--- src/rtl/subtractor_pkg.sv ---
// Shared types and helpers for the nibble-serial subtractor: FSM states,
// slice width and the signed-overflow rule.
package subtractor_pkg;

  localparam int NIBBLE_W = 4;

  typedef enum logic [1:0] {
    IDLE,
    RUN,
    DONE
  } state_e;

  // Subtraction overflows when the operands differ in sign and the result
  // sign differs from the minuend.
  function automatic logic signed_overflow(input logic a_msb,
                                           input logic b_msb,
                                           input logic d_msb);
    return (a_msb != b_msb) && (d_msb != a_msb);
  endfunction

endpackage

--- src/rtl/nibble_ks_adder_cin.sv ---
// Combinational 4-bit Kogge-Stone adder with carry-in folded into the
// bit-0 generate term.
module nibble_ks_adder_cin
  import subtractor_pkg::*;
(
  input  logic [NIBBLE_W-1:0] a,
  input  logic [NIBBLE_W-1:0] b,
  input  logic                cin,
  output logic [NIBBLE_W-1:0] sum,
  output logic                cout
);

  logic [3:0] g0, p0, g1, g2;
  logic [3:2] p1;

  // NOTE: every variable gets a full assignment before any partial update, so
  // this block is pure combinational logic and no latch is inferred.
  always_comb begin
    p0    = a ^ b;
    g0    = a & b;
    g0[0] = g0[0] | (p0[0] & cin);

    g1    = g0;
    for (int i = 1; i < 4; i++) begin
      g1[i] = g0[i] | (p0[i] & g0[i-1]);
    end
    p1[2] = p0[2] & p0[1];
    p1[3] = p0[3] & p0[2];

    g2    = g1;
    g2[2] = g1[2] | (p1[2] & g1[0]);
    g2[3] = g1[3] | (p1[3] & g1[1]);

    // g2[i] is the carry out of bit i.
    sum  = p0 ^ {g2[2:0], cin};
    cout = g2[3];
  end

endmodule

--- src/rtl/nibble_serial_subtractor.sv ---
// Multi-cycle WIDTH-bit subtractor computing A + ~B + 1 one nibble per clock,
// with valid/ready handshakes on both sides and borrow/overflow flags.
module nibble_serial_subtractor
  import subtractor_pkg::*;
#(
  parameter int WIDTH = 16
) (
  input  logic             clk,
  input  logic             rst,
  input  logic             in_valid,
  output logic             in_ready,
  input  logic [WIDTH-1:0] operand_a,
  input  logic [WIDTH-1:0] operand_b,
  output logic             out_valid,
  input  logic             out_ready,
  output logic [WIDTH-1:0] difference,
  output logic             borrow,
  output logic             overflow
);

  localparam int NIBBLES = WIDTH / NIBBLE_W;
  localparam int IDX_W   = $clog2(NIBBLES);
  localparam logic [IDX_W-1:0] LAST_IDX = IDX_W'(NIBBLES - 1);

  if ((WIDTH % NIBBLE_W) != 0 || WIDTH < 8) begin : g_width_check
    $error("nibble_serial_subtractor: WIDTH must be a multiple of 4 and >= 8");
  end

  state_e state, state_nxt;

  logic [WIDTH-1:0]    a_reg, nb_reg;
  logic                carry;
  logic [IDX_W-1:0]    idx;
  logic [NIBBLE_W-1:0] a_nib [NIBBLES];
  logic [NIBBLE_W-1:0] b_nib [NIBBLES];
  logic [NIBBLE_W-1:0] slice_sum;
  logic                slice_cout;

  for (genvar i = 0; i < NIBBLES; i++) begin : g_nib
    assign a_nib[i] = a_reg[i*NIBBLE_W +: NIBBLE_W];
    assign b_nib[i] = nb_reg[i*NIBBLE_W +: NIBBLE_W];
  end

  nibble_ks_adder_cin u_slice (
    .a    (a_nib[idx]),
    .b    (b_nib[idx]),
    .cin  (carry),
    .sum  (slice_sum),
    .cout (slice_cout)
  );

  assign in_ready  = (state == IDLE);
  assign out_valid = (state == DONE);

  // NOTE: sequential state uses non-blocking assignments so every register
  // samples pre-edge values regardless of process ordering.
  always_ff @(posedge clk or posedge rst) begin
    if (rst) state <= IDLE;
    else     state <= state_nxt;
  end

  always_comb begin
    state_nxt = state;
    unique case (state)
      IDLE:    if (in_valid)        state_nxt = RUN;
      RUN:     if (idx == LAST_IDX) state_nxt = DONE;
      DONE:    if (out_ready)       state_nxt = IDLE;
      default:                      state_nxt = IDLE;
    endcase
  end

  // NOTE: the operand and result registers are reset too, so an aborted
  // operation leaves nothing behind that could be mistaken for a result.
  always_ff @(posedge clk or posedge rst) begin
    if (rst) begin
      a_reg      <= '0;
      nb_reg     <= '0;
      carry      <= 1'b1;
      idx        <= '0;
      difference <= '0;
      borrow     <= 1'b0;
      overflow   <= 1'b0;
    end else begin
      unique case (state)
        IDLE: if (in_valid) begin
          a_reg  <= operand_a;
          nb_reg <= ~operand_b;
          carry  <= 1'b1;
          idx    <= '0;
        end
        RUN: begin
          for (int i = 0; i < NIBBLES; i++) begin
            if (idx == IDX_W'(i)) difference[i*NIBBLE_W +: NIBBLE_W] <= slice_sum;
          end
          carry <= slice_cout;
          if (idx == LAST_IDX) begin
            borrow   <= ~slice_cout;
            overflow <= signed_overflow(a_reg[WIDTH-1], ~nb_reg[WIDTH-1],
                                        slice_sum[NIBBLE_W-1]);
          end else begin
            idx <= idx + 1'b1;
          end
        end
        default: ;
      endcase
    end
  end

endmodule

--- config.mk ---
export PLATFORM = sky130hd
export DESIGN_NAME = nibble_serial_subtractor
export DESIGN_NICKNAME = d
export VERILOG_FILES = /design/src/rtl/subtractor_pkg.sv /design/src/rtl/nibble_ks_adder_cin.sv /design/src/rtl/nibble_serial_subtractor.sv
export SDC_FILE = /design/constraint.sdc
export NUM_CORES = 1
export LEC_CHECK = 0
export CORE_MARGIN = 2
export CORE_UTILIZATION = 54
export DETAILED_ROUTE_END_ITERATION = 8
export PLACE_DENSITY = 0.85
export SLEW_MARGIN = 20
export SYNTH_ARGS = -nofsm -noshare
export SYNTH_HDL_FRONTEND = slang
export SYNTH_SLANG_ARGS = --single-unit
export TNS_END_PERCENT = 30
--- constraint.sdc ---
create_clock -name clk -period 7 [get_ports clk]
set_input_delay 1.05 -clock clk [delete_from_list [all_inputs] [get_ports clk]]
set_output_delay 1.05 -clock clk [all_outputs]
set_load 0.01 [all_outputs]
==> results.cfg, run 1 <==
[grt]
gr-max-usage-layer = met2
overflow = 0
grt_max_degree = 56
use_met2_pct = 35.1
gr-usage-all-layers_pct = 21.0
met3_usage_pct = 4.86
grt_pass1_wl_mm = 8.30
grt_pass1_vias = 1773
use_met1_pct = 27.7
antenna_found_initial = 0

[timing]
rsz0062_at_grt = false
setup_violations = 0
max_slew_margin_pct = 38.8
finalCritPeriodShare_pct = 39.9
post-route-min-period_ns = 2.79
finalMaxSlewViolations = 0
holdWs_ns = 0.479
hold_viol = 0
fin_worst_skew_ns = 0.00639
fin_setup_tns_ns = 0
max_freq_ghz = 0.358
max_slew.worst_pin.slew_ns = 0.916

[worst_setup_path]
critPathLaunchType = flop
cp-end-kind = flop
slowest_delay_ns = 0.73
crit_end = difference[7]$_DFFE_PP0P_
startpoint = idx[0]$_DFFE_PP0P_
worst-path-max-fanout = 12
crit_type = reg -> reg
crit_slowest_cell = dfrtp_1
crit_chain = mux4_2 > fa_1 > a21o_1 > a21oi_1 > xor2_1 > o21ai_0
cp.arrival_ns = 2.97
rr_worst_depth = 6
r2r_start = idx[0]$_DFFE_PP0P_
cp_data_required_time_ns = 7.18
r2r-end = difference[7]$_DFFE_PP0P_
reg2reg_slack_ns = 4.21

[clock_tree]
insertion_delay_ns = 0.31
root_buffer = clkbuf_8
h-tree-depth = 2
cts_buffer_depth = 2
cts.sinks = 55
holdBufCountCts = 0
clk_pin_slew_worst_paths_ns = 0.09
cts_tree = yes
cts_resized = 0
cts_buffers = 5
cts_setup_buffers = 0

[route]
vias = 1773
drcViolationCount = 0
avgViaCountPerCell = 5.32
drt_iter0_markers = 136
first_pass_iters = 5
ant_nets = 0
wl_per_cell_um = 14.4
drt-total-wl_mm = 4.81

[final_layout]
layout_commonest_cell = nand2_1
final_cell_mix = 75 x nand2_1, 55 x clkdlybuf4s50_1, 54 x dfrtp_1, 26 x o21ai_0, 8 x mux4_2
postLayoutCoreUtil_pct = 72.3
insertedDiodeCount = 0
area_growth_pct = 27.1
drive_gt1_share_pct = 12.5
final_nets = 325

[yosys]
syn-num-nets = 271
ys_types = 34
postSynthCellCount = 226
synthArstFlopShare_pct = 100
synth_flop_cell = dfrtp_1
synth_edf_count = 0
synthMuxAreaShare_pct = 12.5
ys_ff_latch = 55
yosys.area.top_type = dfrtp_1
synthSimpleGateAreaFrac_pct = 15.6
synth-seq-area-share_pct = 54.9
syn_area_mm2 = 0.00251
synth_top_family_by_area = simple AND/OR/NAND/NOR gates
synth_xor_area_share_pct = 0.698
syn_avg_cell_area_um2 = 11.1
yosys.area.top_type_share_pct = 53.8
synth_compound_area_share_pct = 8.67
synth_area_leaders = dfrtp_1 54%, nand2_1 11%, mux4_2 7.2%, o21ai_0 5.2%, ha_1 3.5%
synth_fa_ha_area_share_pct = 5.08
ys_warn_count = 0

[floorplanning]
initial_core_util_pct = 56.9
die_area_mm2 = 0.00521
die_x_um = 72.2
fp.coreArea_mm2 = 0.00441
rows = 24
die-height_um = 72.2
ioPinCount = 56

[pwr]
p_per_area_mw_per_mm2 = 499
leakage_nw = 1.50
power_mw = 1.59
irDropWorstVdd_v = 0.000227

[run]
maxCapViolCount = 0

[status]
status = complete, no violations

[placed_design]
gp_congestion = 0.767
hpwl_mm = 3.45
io_buffers = 55

[min_path]
hp-class = reg -> reg
-- metrics by stage --
step / instances / area [um2] / setup slack [ns]
2_1_floorplan: 226 / 2510 / 4.55
3_5_place_dp: 325 / 3090 / 4.19
5_1_grt: 333 / 3190 / 3.97
4_1_cts: 333 / 3190 / 4.16
6_report: 333 / 3190 / 4.21
3_3_place_gp: 325 / 3090 / 4.28
-- cell type report --
cell class / instances / area (um2)
flip-flops and latches: 55 / 1380
fillers: 323 / 1220
multi-input cells: 157 / 1070
repair buffers: 56 / 558
clock buffers: 8 / 100
well taps: 52 / 65.1
inverters: 5 / 20.0
-- synthesized netlist by cell type, types with 2 or more instances --
library cell	number
inv_1	5
nor2_1	3
o21ai_0	26
fa_1	2
dfrtp_1	54
mux2_4	3
a22o_1	2
mux2_2	7
buf_2	5
nand2_4	4
a21o_1	2
a21oi_1	3
clkbuf_1	2
ha_1	7
mux4_2	8
nand2_1	75
-- worst max-delay path: cells and delay by family, from the launching register on --
family                   cells  cell delay, ns
AO/OA/AOI/OAI                3            0.61
flip-flops                   1            0.73
XOR/XNOR                     1            0.27
adder cells (fa/ha/maj)      1            0.45
multiplexers                 1            0.60
-- how the worst min path moves through the flow --
stage                     cells after the start  slack [ns]                   endpoint                       from
after detailed placement                      2        0.46      a_reg[10]$_DFFE_PP0P_      a_reg[10]$_DFFE_PP0P_
after CTS                                     2        0.48      a_reg[10]$_DFFE_PP0P_      a_reg[10]$_DFFE_PP0P_
after global routing                          2        0.51  difference[3]$_DFFE_PP0P_  difference[3]$_DFFE_PP0P_
after global placement                        2        0.46      a_reg[10]$_DFFE_PP0P_      a_reg[10]$_DFFE_PP0P_
final                                         2        0.48      a_reg[10]$_DFFE_PP0P_      a_reg[10]$_DFFE_PP0P_
after floorplan                               2        0.44      a_reg[10]$_DFFE_PP0P_      a_reg[10]$_DFFE_PP0P_
-- kinds of logic (layout without fill, tap and decap cells) --
kind of cell / after synthesis / after routing
muxes: 19 / 19
adders and majority gates: 9 / 9
DFF: 55 / 55
xor gates and xnor gates: 2 / 2
AOI/OAI and AO/OA: 37 / 37
buffers and inverters: 14 / 69
and+or+nand+nor: 90 / 90
-- report_power, final --
part | internal [mW] | switching [mW]
Sequential | 0.474 | 0.118
Combinational | 0.417 | 0.395
Clock | 0.0904 | 0.0963
Total | 0.981 | 0.609
-- metal layers --
layer | vias to the layer above | share of wire, %
met3 | 8 | 4.8
met1 | 839 | 45
met5 | - | 0
met4 | 0 | 1.6
met2 | 62 | 48
li1 | 864 | -
Power figures use the tool's default switching activity.
==> inputs of run 2 (changes only) <==
- CORE_UTILIZATION: 54 -> 50
- PLACE_DENSITY: 0.85 -> 0.79
- clock period: 7 -> 2.7 ns (I/O delays scaled with it)
==> results.cfg, run 2 (synthesis results as in run 1) <==
[grt]
gr-usage-all-layers_pct = 19.9
grt_pass1_wl_mm = 8.30
grt_pass1_vias = 1774
overflow = 0
antenna_found_initial = 0
grt_max_degree = 49

[clock_tree]
h-tree-depth = 2
root_buffer = clkbuf_8
cts_tree = yes
clk_pin_slew_worst_paths_ns = 0.09
cts_buffers = 5
insertion_delay_ns = 0.31
cts_buffer_depth = 2
cts.sinks = 55
cts_setup_buffers = 0

[status]
status = complete, no violations

[route]
avgViaCountPerCell = 5.01
drt_iter0_markers = 74
vias = 1768
wl_per_cell_um = 13.6
first_pass_iters = 4
ant_nets = 0
drt-total-wl_mm = 4.81
drcViolationCount = 0

[pwr]
p_clk_share_pct = 11.8
switching_share_pct = 38.1
power_switching_mw = 1.59
p_seq_share_pct = 36.0
p_int_mw = 2.57
irDropWorstVdd_v = 0.000524
p_per_area_mw_per_mm2 = 1280
leakage_nw = 1.53
power_mw = 4.16
pwr-share-comb_pct = 52.2

[worst_setup_path]
path_delay_family = adder cells
crit_chain = mux4_2 > fa_1 > fa_1 > a21o_1 > a21oi_1 > mux2_4
cp-end-kind = flop
r2r_start = idx[0]$_DFFE_PP0P_
reg2reg_slack_ns = 0.25
startpoint = idx[0]$_DFFE_PP0P_
crit_buf_inv = 0
cp.arrival_ns = 2.70
worst-path-max-fanout = 4
slowest_delay_ns = 0.54
critPathLaunchType = flop
crit_top_cell = fa_1
crit_slowest_cell = mux4_2
cp_data_required_time_ns = 2.95
crit_type = reg -> reg

[timing]
fin_ws_ns = 0.251
setup_violations = 0
holdWs_ns = 0.483
fin_setup_tns_ns = 0
hold_viol = 0
finalCritPeriodShare_pct = 90.7
finalMaxSlewViolations = 0
max_slew.worst_pin.slew_ns = 0.817
max_slew_margin_pct = 45.5
rsz0062_at_grt = false
fin_worst_skew_ns = 0.00689
max_freq_ghz = 0.408
post-route-min-period_ns = 2.45

[final_layout]
layout_commonest_cell = nand2_1
insertedDiodeCount = 0
final_cells = 353
area_growth_pct = 29.6
drive_gt1_share_pct = 14.7
final_cell_mix = 75 x nand2_1, 55 x clkdlybuf4s50_1, 54 x dfrtp_1, 26 x o21ai_0, 8 x mux4_2
postLayoutCoreUtil_pct = 67.9
fin_area_mm2 = 0.00325
nFillCells = 387
final_nets = 330

[min_path]
hp-class = reg -> reg
min-delay-start = nb_reg[10]$_DFFE_PP0P_

[floorplanning]
ioPinCount = 56
die_area_mm2 = 0.00560
fp.coreArea_mm2 = 0.00479
die-height_um = 74.9
rows = 25
die_x_um = 74.9
initial_core_util_pct = 52.4

[placed_design]
io_buffers = 55
hpwl_mm = 3.68
pre_cts_slack_ns = 0.165
dp.cells = 345
place_area_mm2 = 0.00314
gp_congestion = 0.751

[run]
maxCapViolCount = 0
## run 2: changes by cell type in the layout (fill, tap and decap cells not counted)
| cell | delta |
|---|---|
| clkbuf_1 | -1 |
| a21oi_1 | -1 |
| buf_4 | +5 |
| inv_2 | +1 |
| clkinv_2 | -1 |
| a21oi_2 | +1 |
| clkinvlp_4 | +1 |
## run 2: final cells by class
cell class / count / area (um2) / share of cell area [%]
inverters: 5 / 18.8 / 0.577
well taps: 67 / 83.8 / 2.58
multi-input cells: 157 / 1070 / 33.0
flip-flops and latches: 55 / 1380 / 42.4
repair buffers: 61 / 596 / 18.3
clock buffers: 7 / 96.3 / 2.96
clock inverters: 1 / 7.51 / 0.231
## run 2: tightest hold or removal path, stage by stage (launching register included)
cell     delay [ns]
dfrtp_1        0.35
nand2_1        0.04
o21ai_0        0.06
## run 2: power by group through the flow
stage	Combinational, mW	Sequential (mW)	Clock, mW
finish	2.17	1.50	0.490
global route	2.46	1.55	0.523
CTS	2.18	1.50	0.497
detailed placement	2.17	1.52	0
global placement	2.10	1.51	0
floorplan	1.47	1.48	0
## run 2: worst paths after layout
| kind | end | depth (start not counted) |
|---|---|---|
| max | borrow$_DFFE_PP0P_ | 6 |
| min | nb_reg[10]$_DFFE_PP0P_ | 2 |
| max reg2reg | borrow$_DFFE_PP0P_ | 6 |
| min reg2reg | nb_reg[10]$_DFFE_PP0P_ | 2 |
| max in group asynchronous | a_reg[10]$_DFFE_PP0P_ | 3 |
| min in group asynchronous | difference[6]$_DFFE_PP0P_ | 2 |
## run 2: metal layers
metal,global-route usage [%],part of all wire [%]
met5,0,0
met4,6.15,1.1
met3,4.69,4.1
met2,32.7,48
met1,26.6,46
## run 2: repair_timing
item                                    CTS  global route
hold buffers                              0             0
gates resized for setup                   0             1
endpoints found under the hold margin     0             0
endpoints found under the setup margin    0             4
==> inputs of run 3 (changes only) <==
- SKIP_LAST_GASP: default -> 1
==> results of run 3 <==
Same layout as run 2: the final DEF is identical, and so are final timing and power.
